<file path="config.mk">
export PLATFORM = sky130hd
export DESIGN_NAME = popcount_stream_ctrl_flat
export DESIGN_NICKNAME = d
export VERILOG_FILES = /design/src/rtl/popcount_stream_ctrl_pkg.sv /design/src/rtl/popcount_stream_ctrl_if.sv /design/src/rtl/popcount_stream_ctrl_popcount.sv /design/src/rtl/popcount_stream_ctrl.sv /design/src/flat_wrapper.sv
export SDC_FILE = /design/constraint.sdc
export NUM_CORES = 1
export LEC_CHECK = 0
export CAP_MARGIN = 15
export CORE_MARGIN = 3
export CORE_UTILIZATION = 50
export CTS_BUF_LIST = sky130_fd_sc_hd__clkbuf_4
export CTS_CLUSTER_SIZE = 25
export DETAILED_ROUTE_END_ITERATION = 7
export MAX_ROUTING_LAYER = met4
export PLACE_DENSITY = 0.78
export SYNTH_ARGS = -nofsm -noshare
export SYNTH_HDL_FRONTEND = slang
export SYNTH_SLANG_ARGS = --single-unit
</file>
<file path="constraint.sdc">
create_clock -name clk -period 5.6 [get_ports clk]
set_input_delay 0.84 -clock clk [delete_from_list [all_inputs] [get_ports clk]]
set_output_delay 0.84 -clock clk [all_outputs]
set_load 0.02 [all_outputs]
</file>
<file path="src/rtl/popcount_stream_ctrl_pkg.sv">
// Shared constants, state encoding and pipeline bundle
// for the packet popcount sequencer.
package popcount_ctrl_pkg;

    localparam int WORD_WIDTH = 32;
    localparam int PC_WIDTH   = 6;

    localparam logic [1:0] S_ACC   = 2'd0;
    localparam logic [1:0] S_FLUSH = 2'd1;
    localparam logic [1:0] S_OUT   = 2'd2;

    typedef struct packed {
        logic                vld;
        logic                last;
        logic [PC_WIDTH-1:0] pc;
    } pc_stage_t;

endpackage

</file>
<file path="src/rtl/popcount_stream_ctrl_if.sv">
// Beat-in / result-out handshake bundle for
// popcount_stream_ctrl.
interface popcount_stream_ctrl_if #(
    parameter int ACC_WIDTH  = 16,
    parameter int BEAT_WIDTH = 10
);
    import popcount_ctrl_pkg::*;

    logic                  in_valid;
    logic                  in_ready;
    logic [WORD_WIDTH-1:0] in_data;
    logic                  in_last;
    logic                  out_valid;
    logic                  out_ready;
    logic [ACC_WIDTH-1:0]  out_count;
    logic [BEAT_WIDTH-1:0] out_beats;
    logic                  out_sat;

    modport master (
        output in_valid, in_data, in_last, out_ready,
        input  in_ready, out_valid,
        input  out_count, out_beats, out_sat
    );

    modport slave (
        input  in_valid, in_data, in_last, out_ready,
        output in_ready, out_valid,
        output out_count, out_beats, out_sat
    );

endinterface

</file>
<file path="src/rtl/popcount_stream_ctrl_popcount.sv">
// Combinational set-bit counter for one 32-bit word.
module popcount_int32
    import popcount_ctrl_pkg::*;
(
    input  logic [WORD_WIDTH-1:0] word,
    output logic [PC_WIDTH-1:0]   count
);

    always_comb begin
        count = '0;
        for (int i = 0; i < WORD_WIDTH; i++) begin
            count = count + PC_WIDTH'(word[i]);
        end
    end

endmodule

</file>
<file path="src/rtl/popcount_stream_ctrl.sv">
// Streams words through one popcount, accumulates a
// saturating per-packet bit/beat total, hands it out.
module popcount_stream_ctrl
    import popcount_ctrl_pkg::*;
#(
    parameter int ACC_WIDTH  = 16,
    parameter int BEAT_WIDTH = 10
) (
    input logic                   clk,
    input logic                   rst_n,
    popcount_stream_ctrl_if.slave bus
);

    logic [1:0]            state_q;
    logic [1:0]            state_d;
    pc_stage_t             pc_q;
    logic                  done_q;
    logic [PC_WIDTH-1:0]   pc_word;
    logic [ACC_WIDTH-1:0]  acc_q;
    logic [BEAT_WIDTH-1:0] beats_q;
    logic                  sat_q;
    logic [ACC_WIDTH:0]    acc_sum;
    logic [BEAT_WIDTH:0]   beats_sum;
    logic [ACC_WIDTH-1:0]  acc_nxt;
    logic [BEAT_WIDTH-1:0] beats_nxt;
    logic                  in_fire;
    logic                  out_fire;

    popcount_int32 u_pc (
        .word  (bus.in_data),
        .count (pc_word)
    );

    assign bus.in_ready  = (state_q == S_ACC);
    assign bus.out_valid = (state_q == S_OUT);
    assign bus.out_count = acc_q;
    assign bus.out_beats = beats_q;
    assign bus.out_sat   = sat_q;

    assign in_fire  = bus.in_valid & bus.in_ready;
    assign out_fire = bus.out_valid & bus.out_ready;

    // Carry-out of the widened add marks saturation.
    assign acc_sum   = {1'b0, acc_q}
                     + (ACC_WIDTH+1)'(pc_q.pc);
    assign beats_sum = {1'b0, beats_q}
                     + (BEAT_WIDTH+1)'(1);
    assign acc_nxt   = acc_sum[ACC_WIDTH]
                     ? '1 : acc_sum[ACC_WIDTH-1:0];
    assign beats_nxt = beats_sum[BEAT_WIDTH]
                     ? '1 : beats_sum[BEAT_WIDTH-1:0];

    always_comb begin
        state_d = state_q;
        unique case (1'b1)
            (state_q == S_ACC):
                if (in_fire && bus.in_last) state_d = S_FLUSH;
            (state_q == S_FLUSH):
                if (done_q) state_d = S_OUT;
            (state_q == S_OUT):
                if (out_fire) state_d = S_ACC;
            default:
                state_d = S_ACC;
        endcase
    end

    // done_q rises once the last beat has landed in acc_q.
    always_ff @(posedge clk) begin
        if (!rst_n) begin
            state_q <= S_ACC;
            pc_q    <= '0;
            done_q  <= 1'b0;
            acc_q   <= '0;
            beats_q <= '0;
            sat_q   <= 1'b0;
        end else begin
            state_q  <= state_d;
            pc_q.vld <= in_fire;
            if (in_fire) begin
                pc_q.pc   <= pc_word;
                pc_q.last <= bus.in_last;
            end
            done_q <= pc_q.vld & pc_q.last;
            if (out_fire) begin
                acc_q   <= '0;
                beats_q <= '0;
                sat_q   <= 1'b0;
            end else if (pc_q.vld) begin
                acc_q   <= acc_nxt;
                beats_q <= beats_nxt;
                sat_q   <= sat_q | acc_sum[ACC_WIDTH]
                         | beats_sum[BEAT_WIDTH];
            end
        end
    end

endmodule
</file>
<file path="src/flat_wrapper.sv">
// flat-port wrapper written by rule: the top's interface ports become plain ports
module popcount_stream_ctrl_flat import popcount_ctrl_pkg::*;
#(
    parameter int ACC_WIDTH  = 16,
    parameter int BEAT_WIDTH = 10
)
  (clk, rst_n, bus_in_valid, bus_in_data, bus_in_last, bus_out_ready, bus_in_ready, bus_out_valid, bus_out_count, bus_out_beats, bus_out_sat);
  popcount_stream_ctrl_if #(.ACC_WIDTH(ACC_WIDTH), .BEAT_WIDTH(BEAT_WIDTH)) bus_i ();
  input logic clk;
  input logic rst_n;
  input wire logic [$bits(bus_i.in_valid)-1:0] bus_in_valid;
  input wire logic [$bits(bus_i.in_data)-1:0] bus_in_data;
  input wire logic [$bits(bus_i.in_last)-1:0] bus_in_last;
  input wire logic [$bits(bus_i.out_ready)-1:0] bus_out_ready;
  output wire logic [$bits(bus_i.in_ready)-1:0] bus_in_ready;
  output wire logic [$bits(bus_i.out_valid)-1:0] bus_out_valid;
  output wire logic [$bits(bus_i.out_count)-1:0] bus_out_count;
  output wire logic [$bits(bus_i.out_beats)-1:0] bus_out_beats;
  output wire logic [$bits(bus_i.out_sat)-1:0] bus_out_sat;
  assign bus_i.in_valid = bus_in_valid;
  assign bus_i.in_data = bus_in_data;
  assign bus_i.in_last = bus_in_last;
  assign bus_i.out_ready = bus_out_ready;
  assign bus_in_ready = bus_i.in_ready;
  assign bus_out_valid = bus_i.out_valid;
  assign bus_out_count = bus_i.out_count;
  assign bus_out_beats = bus_i.out_beats;
  assign bus_out_sat = bus_i.out_sat;
  popcount_stream_ctrl #(.ACC_WIDTH(ACC_WIDTH), .BEAT_WIDTH(BEAT_WIDTH)) u_core (.clk(clk), .rst_n(rst_n), .bus(bus_i));
endmodule
</file>
==> results.yml, run 1 <==
hold_path:
  min_delay_worst_endpoint: "u_core.bus.out_sat$_SDFFE_PP0P_"
  hold_class: "flip-flop to flip-flop"
  holdPathStages: 2
  hold_start: "u_core.bus.out_sat$_SDFFE_PP0P_"
power_and_ir_drop:
  p_per_area_nw_per_um2: 362
  p_leak_uw: 0.00152
  irDropWorstVdd_mv: 0.327
  finalPower_uw: 1240
synthesis:
  synthesis.nets: 370
  synthArstFlopShare: 0
  synthFlopType: "dfxtp_1"
  synthCells: 294
  yosysTopAreaCellShare: 0.287
  synth_cell_types: 42
  synth-edff-count: 0
  yosysTopAreaCell: "dfxtp_1"
  ys_ff_latch: 38
  avgSynthCellArea_um2: 9.01
  synth.area.top_cells: "dfxtp_1 29%, fa_1 19%, inv_1 8.2%, ha_1 6.6%, a21oi_1 4.0%"
  ys_seq_area_frac: 0.287
  syn_area_um2: 2650
  yosys_warnings: 0
place:
  dp_slack_ns: -0.116
  dp_hpwl_um: 4340
  portBuffers: 65
  routabilityCongestion: 0.843
  post_dp_cell_area_um2: 3380
global_routing:
  use_met3: 0.0420
  grt_pass1_vias: 1987
  gr-usage-met1: 0.228
  antenna_found_initial: 0
  grt_max_degree: 20
  grt_util_met2: 0.284
  grt_pass1_wl_um: 8670
  busiest_layer: "met2"
  grt_remaining_overflow: 0
  grt_use_total: 0.178
timing:
  timing.final.hold_violations: 0
  finClkSkew_ns: 0.00657
  fin_hold_ws_ns: 0.468
  rsz0062_at_grt: "no"
  post-route-min-period_ns: 5.29
  finalCritPeriodShare: 0.945
  fmax_mhz: 189
  setup_ws_ns: 0.308
  drv_slew: 0
  finalSetupViolations: 0
  tightest_slew_ns: 0.608
  relSlewSlack: 0.594
clock_network:
  h-tree-depth: 2
  cts_resized: 0
  cts_buffers: 5
  cts_root_buf: "clkbuf_4"
  holdBufCountCts: 0
  cts_tree: "done"
  insertion_delay_ns: 0.35
  cts.clk_slew.worst_paths_ns: 0.12
  post_cts_buffers: 0
  clockBufferDepth: 2
  clock-sinks: 38
run_status:
  status: "completed"
final_layout:
  mostFrequentLayoutCells: "65 x clkdlybuf4s50_1, 58 x inv_1, 38 x dfxtp_1, 25 x fa_1, 21 x a21oi_1"
  multi_input_area_um2: 1640
  fillerInstances: 400
  final_common_cell: "clkdlybuf4s50_1"
  final_area_um2: 3430
  insertedDiodeCount: 0
  regArea_um2: 761
  area_delta_synth_final_pct: 29.5
  drive_gt1_frac: 0.0467
  final_nets: 439
  finish.utilization: 0.699
routing:
  drtIter0Drc: 55
  dr.pass1.iters: 5
  num_vias: 2146
  routed_wl_um: 5290
  wl_per_cell_um: 12.3
  routed_via_density: 4.98
  ant_nets: 0
  drc: 0
worst_setup_path:
  worstSetupPathType: "primary input to flip-flop"
  r2r_start: "u_core.bus.out_count[0]$_SDFFE_PP0P_"
  cp-end-kind: "flip-flop"
  worstPathRequired_ns: 5.84
  worstPathMaxFanout: 2
  r2r_slack_ns: 3.41
  reg2reg_depth: 8
  startpoint_type: "primary input"
  r2r_end: "u_core.bus.out_count[12]$_SDFFE_PP0P_"
  worstPathArrival_ns: 5.53
die:
  io_pins: 66
  die_area_um2: 6210
  die_w_um: 78.8
  start_util: 0.540
  core-area_um2: 4910
  die_y_um: 78.8
  rows: 25
run:
  drv_cap: 0
==> through the flow <==
stage | std cells | setup TNS [ns]
floorplan | 294 | 0
CTS | 431 | 0
global route | 431 | 0
finish | 431 | 0
detailed placement | 423 | -0.246
global placement | 423 | 0
==> cell type report <==
class / instances / area share
clock buffer: 6 / 0.0131
inverter: 58 / 0.0635
multi-input combinational: 192 / 0.478
clock inverter: 2 / 0.00255
tap: 67 / 0.0244
sequential: 38 / 0.222
timing repair buffer: 68 / 0.196
==> worst max-delay path by stage <==
stage	slack (ns)	to	from	depth (start not counted)
floorplan	0.55	u_core.pc_q[5]$_SDFFE_PN0P_	bus_in_data[0]	16
global placement	0.04	u_core.pc_q[3]$_SDFFE_PN0P_	bus_in_data[0]	17
detailed placement	-0.12	u_core.pc_q[3]$_SDFFE_PN0P_	bus_in_data[0]	17
CTS	0.26	u_core.pc_q[3]$_SDFFE_PN0P_	bus_in_data[0]	17
global route	0.12	u_core.pc_q[5]$_SDFFE_PN0P_	bus_in_data[0]	17
finish	0.31	u_core.pc_q[3]$_SDFFE_PN0P_	bus_in_data[0]	17
==> synth_stat cells, drive strengths merged (2+ instances only) <==
cell      n
dfxtp    38
a21oi    23
ha       14
o21ai    18
mux2i     5
xor2     12
o211a     2
nand3     6
clkbuf    3
a31oi     2
fa       25
nand2    18
xnor2     5
nor2b     7
nand4     9
o22ai     3
and3      8
nor2      8
and2      5
nor3      3
a21o      4
inv      58
a21boi    2
buf       3
o2111ai   3
o211ai    2
==> registers in the layout (all words and copies together), names as in the netlist <==
name                  cells
u_core.bus.out_beats     10
u_core.bus.out_count     16
u_core.pc_q               8
u_core.state_q            2
u_core.done_q             1
u_core.bus.out_sat        1
==> where the power goes <==
group	total, uW	switching (uW)	internal [uW]	leakage [uW]
Sequential	303	14.0	289	0.000309
Clock	144	92.3	52.1	0.0000331
Combinational	793	378	415	0.00118
==> logic make-up (layout without fill, tap and decap cells) <==
group,count (synthesis),in the layout,share of synthesized area
compound gates,62,62,0.151
simple gates,68,68,0.134
fa+ha+maj,39,39,0.255
buf+inv,64,134,0.0935
mux,6,6,0.0231
xor+xnor,17,17,0.0562
flops,38,38,0.287
==> critical path, cell delays in order <==
cell	delay [ns]
clkdlybuf4s50_1	0.45
inv_1	0.05
fa_1	0.51
fa_1	0.41
inv_1	0.08
fa_1	0.44
fa_1	0.52
fa_1	0.54
inv_1	0.06
fa_1	0.56
inv_1	0.05
ha_1	0.27
a21o_1	0.17
a21oi_1	0.20
buf_4	0.15
xor2_1	0.13
o22ai_1	0.07
==> metal layers <==
| layer | routed length (um) | vias up |
|---|---|---|
| li1 | - | 1106 |
| met1 | 2500 | 991 |
| met2 | 2500 | 45 |
| met3 | 244 | 4 |
| met4 | 36 | 0 |
| met5 | 0 | - |
(Power assumes the default switching activity.)
==> run 2: changes to the inputs <==
- CTS_CLUSTER_DIAMETER: not set -> 30
==> results of run 2 <==
No change in the layout: final DEF, timing and power equal those of run 1.
